File: config.mk
export PLATFORM = sky130hd
export DESIGN_NAME = tcrc_gen
export DESIGN_NICKNAME = d
export VERILOG_FILES = /design/src/rtl/tcrc_gen_pkg.sv /design/src/rtl/tcrc_gen_en_edge_det.sv /design/src/rtl/tcrc_gen.sv
export SDC_FILE = /design/constraint.sdc
export NUM_CORES = 1
export LEC_CHECK = 0
export BUFFER_PORTS_ARGS = -buffer_cell sky130_fd_sc_hd__buf_2
export CAP_MARGIN = 25
export CORE_MARGIN = 4
export CORE_UTILIZATION = 30
export CTS_BUF_LIST = sky130_fd_sc_hd__clkbuf_16
export DETAILED_ROUTE_END_ITERATION = 7
export GPL_TIMING_DRIVEN = 0
export SLEW_MARGIN = 20
export SYNTH_ARGS = -nofsm -noshare
export SYNTH_HDL_FRONTEND = slang
export SYNTH_SLANG_ARGS = --single-unit
File: constraint.sdc
create_clock -name clock -period 2.75 [get_ports clock]
set_clock_uncertainty 0.1 [all_clocks]
set_input_delay 0.55 -clock clock [delete_from_list [all_inputs] [get_ports clock]]
set_output_delay 0.55 -clock clock [all_outputs]
set_load 0.01 [all_outputs]
File: src/rtl/tcrc_gen_pkg.sv
// Shared CRC-15 definitions for the transmit generator and the receive-side CRC cells.
package tcrc_gen_pkg;

   localparam int unsigned CrcWidth = 15;
   localparam logic [CrcWidth-1:0] CrcPoly = 15'h4599;

   typedef enum logic [1:0] {
      StIdle  = 2'd0,
      StCalc  = 2'd1,
      StShift = 2'd2,
      StDone  = 2'd3
   } crc_state_e;

   // One serial CRC step; the bit shifted out of the MSB is discarded.
   function automatic logic [CrcWidth-1:0] crc_step(input logic [CrcWidth-1:0] crc,
                                                    input logic                bit_in,
                                                    input logic [CrcWidth-1:0] poly);
      logic nxt;
      nxt = bit_in ^ crc[CrcWidth-1];
      return {crc[CrcWidth-2:0], 1'b0} ^ (nxt ? poly : '0);
   endfunction

endpackage

File: src/rtl/tcrc_gen_en_edge_det.sv
// Rising-edge detector for a level bit strobe: one strobe per enable high period.
module en_edge_det (
   input  logic clock,
   input  logic reset,
   input  logic clear,
   input  logic enable,
   output logic strobe
);

   logic flag_q;

   // The flag simply tracks enable, so it is set on the event and cleared when enable drops.
   always_ff @(posedge clock or posedge reset) begin
      if (reset) begin
         flag_q <= 1'b0;
      end else begin
         flag_q <= enable;
      end
   end

   // A strobe coincident with clear is swallowed: the flag still latches enable.
   assign strobe = enable & ~flag_q & ~clear;

endmodule

File: src/rtl/tcrc_gen.sv
// CAN CRC-15 transmit generator: folds frame bits into the CRC, then shifts it out MSB first.
module tcrc_gen
   import tcrc_gen_pkg::*;
#(
   parameter logic [CrcWidth-1:0] POLY = CrcPoly
) (
   input  logic                clock,
   input  logic                reset,
   input  logic                init,
   input  logic                enable,
   input  logic                calc,
   input  logic                data_in,
   output logic                crc_bit,
   output logic [CrcWidth-1:0] crc_reg,
   output logic [3:0]          shift_cnt,
   output logic                crc_done
);

   crc_state_e          state_q, state_d;
   logic [CrcWidth-1:0] crc_q, crc_d;
   logic [3:0]          cnt_q, cnt_d;
   logic                strobe;

   en_edge_det u_edge (
      .clock  (clock),
      .reset  (reset),
      .clear  (init),
      .enable (enable),
      .strobe (strobe)
   );

   always_ff @(posedge clock or posedge reset) begin
      if (reset) begin
         state_q <= StIdle;
         crc_q   <= '0;
         cnt_q   <= '0;
      end else begin
         state_q <= state_d;
         crc_q   <= crc_d;
         cnt_q   <= cnt_d;
      end
   end

   always_comb begin
      state_d = state_q;
      crc_d   = crc_q;
      cnt_d   = cnt_q;
      if (init) begin
         state_d = StIdle;
         crc_d   = '0;
         cnt_d   = '0;
      end else if (strobe) begin
         unique case (state_q)
            StIdle, StCalc: begin
               if (calc) begin
                  crc_d   = crc_step(crc_q, data_in, POLY);
                  state_d = StCalc;
               end else begin
                  crc_d   = {crc_q[CrcWidth-2:0], 1'b0};
                  cnt_d   = cnt_q + 4'd1;
                  state_d = StShift;
               end
            end
            StShift: begin
               // calc=1 strobes are ignored once shifting has started.
               if (!calc) begin
                  crc_d = {crc_q[CrcWidth-2:0], 1'b0};
                  cnt_d = cnt_q + 4'd1;
                  if (cnt_q == 4'(CrcWidth - 1)) begin
                     state_d = StDone;
                  end
               end
            end
            StDone: begin
               // Terminal until init or reset; no counter wrap.
            end
            default: begin
               state_d = StIdle;
            end
         endcase
      end
   end

   assign crc_reg   = crc_q;
   assign crc_bit   = crc_q[CrcWidth-1];
   assign shift_cnt = cnt_q;
   assign crc_done  = (state_q == StDone);

endmodule

Word level (Yosys, flattened, before mapping). Index checks and enable logic that the tools add are counted.

Add/sub/neg operators: 1. Equal/unequal tests: 7. Mux-type cells: 16. Bitwise logic cells: 6. Reductions and logical operators: 9.

Operator list (number): 15-bit two-way mux (5); 15-bit case mux with 2 select lines (1); 4-bit two-way mux (4); 15-bit bitwise XOR (1); 2-bit two-way mux (5); 3-bit inequality test, second input constant (2); 3-bit AND reduction (2); 4-bit by 1-bit adder with 4-bit output, second input constant (1); 2-bit equality test, second input constant (2); 4-bit equality test, second input constant (1); 2-bit case mux with 2 select lines (1); 4-bit AND reduction (1); 2-bit nonzero test (2); 3-bit nonzero test (1); 3-bit OR reduction (1); 1-bit bitwise AND (2); 2-bit by 1-bit equality test with 1-bit output, second input constant (1); 2-bit zero test (1); 2-bit inequality test, second input constant (1); 1-bit NOT (2); 2-bit OR reduction (1); 1-bit bitwise XOR (1).

Register bits after elaboration: 22. Input port bits: 6.

Longest topological paths before layout.
Depth after elaboration: 7. Mapped depth: 5.

Modules after synthesis. A second synthesis with hierarchy kept.

Cell total of the unflattened synthesis: 124. Area, all modules: 1159.9 um2.

By module, submodules not included: tcrc_gen (times used 1, cells each 121, area each 1118.6 um2, seq. area each 525.5 um2); en_edge_det (times used 1, cells each 3, area each 41.3 um2, seq. area each 25.0 um2).

Worst setup path after synthesis. No wires, ideal clock.

Kind: input -> register. Start point: input calc. End point: register cnt_q[3], in the netlist shift_cnt[3]. Library setup time: 77 ps. Arrival: 1549 ps. Required time: 2573 ps. Setup slack: 1024 ps. Stages on the path: 4. Path buffers: 1. Path through: buf_6 nor3b_4 or4b_1 a21oi_1.

Word-level cells in the longest chain between the ends: 2.

Ends and longest elaborated chain: from (decl) (line tcrc_gen.sv:11) `input logic calc,`; 2-bit inequality test (no line); 3-bit AND reduction (no line); to (signal assigned) (line tcrc_gen.sv:40) `cnt_q <= cnt_d;`; to (decl) (line tcrc_gen.sv:21) `logic [3:0] cnt_q, cnt_d;`.

Every way passes these cells. A chain may end at the register's enable or synchronous reset.

Final worst setup path.
Start point: register state_q[0]. End point: register crc_q[10], in the netlist crc_reg[10].

Word-level cells in the longest chain between the ends: 5.

Ends and longest elaborated chain: from (decl) (line tcrc_gen.sv:19) `crc_state_e state_q, state_d;`; from (signal assigned) (line tcrc_gen.sv:34) `state_q <= StIdle;`; from (signal assigned) (line tcrc_gen.sv:38) `state_q <= state_d;`; 2-bit by 1-bit equality test with 1-bit output or 2-bit zero test (tied branches) (line tcrc_gen.sv:53) `unique case (state_q)`; 2-bit OR reduction (line tcrc_gen.sv:53); 15-bit case mux with 2 select lines (line tcrc_gen.sv:53); 15-bit two-way mux (line tcrc_gen.sv:52) `end else if (strobe) begin`; 15-bit two-way mux (line tcrc_gen.sv:48) `if (init) begin`; to (signal assigned) (line tcrc_gen.sv:39) `crc_q <= crc_d;`; to (decl) (line tcrc_gen.sv:20) `logic [CrcWidth-1:0] crc_q, crc_d;`.

Several ways; a longest one is shown, not always the timed one. The select of a mux whose other input is x is not followed.

==> impl_metrics.csv <==
group,metric,value,unit
clocking,path_clk_slew,0.06,ns
power,irDropWorstVdd,0.000247,V
timing,fin_ws,0.893,ns
critical_path,path_cells,"o21ai_1 > a21oi_1 > buf_2 > a221o_1",
timing,setup_viol,0,
clocking,ctsHoldBuffers,0,
critical_path,crit_slowest_cell,"dfrtp_1",
clocking,numCtsBuffers,3,
logic_synthesis,synth-main-ff-cell,"dfrtp_1",
timing,period_needed,1.86,ns
clocking,tritoncts,"done",
power,leakagePower,0.782,nW
placement,port_buffers,26,
critical_path,cp.depth,4,
critical_path,cpPeakStageDelay,0.40,ns
global_route,grt_max_degree,23,
critical_path,crit_type,"reg -> reg",
clocking,cts.sinks,22,
placement,hpwlAfterDp,2.06,mm
floorplanning,die_h,71.6,microns
run,drv_cap,0,
drt,num_vias,1022,
timing,fmax,0.538,GHz
global_route,grt_pass1_wl,4.81,mm
logic_synthesis,async_flop_share,1.00,
logic_synthesis,synth_warnings,0,
logic_synthesis,synth_seq_area_share,0.454,
critical_path,crit_arrival,1.89,ns
floorplanning,die_w,71.6,microns
finish,drive_gt1_frac,0.275,
drt,wl_per_cell,15.4,microns
drt,drtPass1Iterations,4,
timing,hold_violations,0,
clocking,clkLatencyLatePin,0.25,ns
worst_hold_path,hp-class,"in -> async",
critical_path,endpoint_kind,"register",
global_route,antenna_found_initial,0,
logic_synthesis,syn_area,1210,sq um
global_route,grt.total_usage,0.117,
timing,slew-limit-headroom,0.433,
global_route,grt_pass1_vias,987,
drt,drtAntennaViolNets,0,
logic_synthesis,synth_fp_nets,116,
floorplanning,initial_utilization,0.321,
timing,fin_tns_setup,0,ns
global_route,grt_remaining_overflow,0,
timing,rsz0062_at_grt,"no",
floorplanning,die-area,5120,sq um
placement,pre_cts_slack,0.663,ns
timing,tightest_slew,0.849,ns
placement,gp_congestion,0.784,
power,p_per_area,494,nW/um^2
clocking,h-tree-depth,1,
critical_path,path_buf_inv,1,
floorplanning,rows,22,
timing,fin_crit_sh,0.675,
finish,nets,147,
drt,totalWireLength,2.86,mm
critical_path,cp.required,2.79,ns
finish,design_area,1480,sq um
critical_path,path_max_fanout,10,
critical_path,r2r_cells,4,
logic_synthesis,postSynthCellCount,108,
drt,drcViolationCount,0,
placement,place_area,1400,sq um
critical_path,start_kind,"register",
clocking,clock-root-buffer,"clkbuf_16",
logic_synthesis,synth_edf_count,0,
critical_path,cp_top_family,"compound AO/OA/AOI/OAI gates",
clocking,clockBufferDepth,2,
finish,area_delta_synth_final,22.2,%
drt,drt_iter0_markers,32,
floorplanning,core,3770,sq um
drt,vias_per_cell,5.49,
clocking,cts_setup_buffers,0,
timing,maxSlewViolCount,0,
clocking,ctsResizeCount,0,
logic_synthesis,ys_types,32,
logic_synthesis,avgSynthCellArea,11.2,sq um
floorplanning,boundaryPins,27,
finish,diodes,0,
logic_synthesis,ys_seq_elements,22,
run_status,outcome,"finished, final reports clean",
finish,largest_reg_flops,15,
-- routing by layer --
metal	GRT usage	vias to the layer above	share of wire
met1	0.157	493	0.47
li1	-	490	-
met5	0	-	0
met2	0.183	33	0.47
met4	0.0522	0	0.016
met3	0.0238	6	0.047
-- stage by stage --
stage | hold slack (ns) | util | std cells | power [mW]
after floorplan | 0.430 | - | 108 | 0.401
after global routing | 0.404 | 0.393 | 186 | 0.762
final | 0.364 | 0.393 | 186 | 0.732
after CTS | 0.396 | 0.393 | 186 | 0.737
after global placement | 0.374 | 0.372 | 182 | 0.431
after detailed placement | 0.391 | 0.372 | 182 | 0.431
-- where the power goes --
group / internal, mW / leakage [nW] / switching [mW]
sequential: 0.333 / 0.301 / 0.00860
combinational: 0.0308 / 0.442 / 0.0532
clock: 0.194 / 0.0385 / 0.112
-- Yosys cell counts, types with 2 or more instances --
cell      count  area share
a21o_1        8       0.050
a21oi_1       4       0.017
a221o_1       6       0.050
a311oi_1      2       0.014
and4_1       14        0.10
buf_2         3       0.012
clkbuf_1      4       0.012
dfrtp_1      22        0.45
ha_1          2       0.021
inv_1         6       0.019
nand3_1       2      0.0083
nor2_1        3      0.0093
nor3_1        2      0.0083
nor4b_1       6       0.043
or4b_1        7       0.058
-- layout make-up --
cell class | count | area (sq um)
Clock inverter | 1 | 3.75
Buffer | 9 | 48.8
Fill cell | 380 | 2290
Inverter | 6 | 22.5
Multi-Input combinational cell | 71 | 591
Clock buffer | 3 | 75.1
Tap cell | 48 | 60.1
Timing Repair Buffer | 26 | 130
Sequential cell | 22 | 551
-- cell families (layout without fill, tap and decap cells) --
group	after synthesis	in the layout	synth area share
AO/OA/AOI/OAI	27	27	0.179
adder cells (fa/ha/maj)	2	2	0.0206
flip-flops	22	22	0.454
buffers and inverters	15	45	0.0588
AND/OR/NAND/NOR	41	41	0.281
XOR/XNOR	1	1	0.00723
-- final timing paths --
path	from	to	slack, ns
min in group clock	enable	u_edge.flag_q	0.40
worst max register to register	state_q[0]	crc_reg[10]	0.89
max in group asynchronous	reset	crc_reg[7]	1.66
worst min register to register	crc_reg[11]	crc_reg[11]	0.40
worst max-delay path	state_q[0]	crc_reg[10]	0.89
worst min-delay path	reset	crc_reg[2]	0.36
-- layout by cell type (no fill, tap or decap), drive strengths merged --
cell type / instances
o21ai: 1
a41oi: 1
nor3b: 1
a21o: 9
a21oi: 4
buf: 31
nand2b: 1
clkinv: 1
nor4b: 6
a41o: 1
nand2: 1
xnor2: 1
ha: 2
o41ai: 1
nand3: 2
a211o: 1
nor2b: 1
nand3b: 1
a311oi: 2
clkbuf: 7
nor4: 1
dfrtp: 22
nor2: 3
a221o: 6
or4b: 7
or2b: 1
inv: 6
and4: 14
nor3: 2
o31ai: 1
Note: power is estimated with default switching activity, not from simulation.
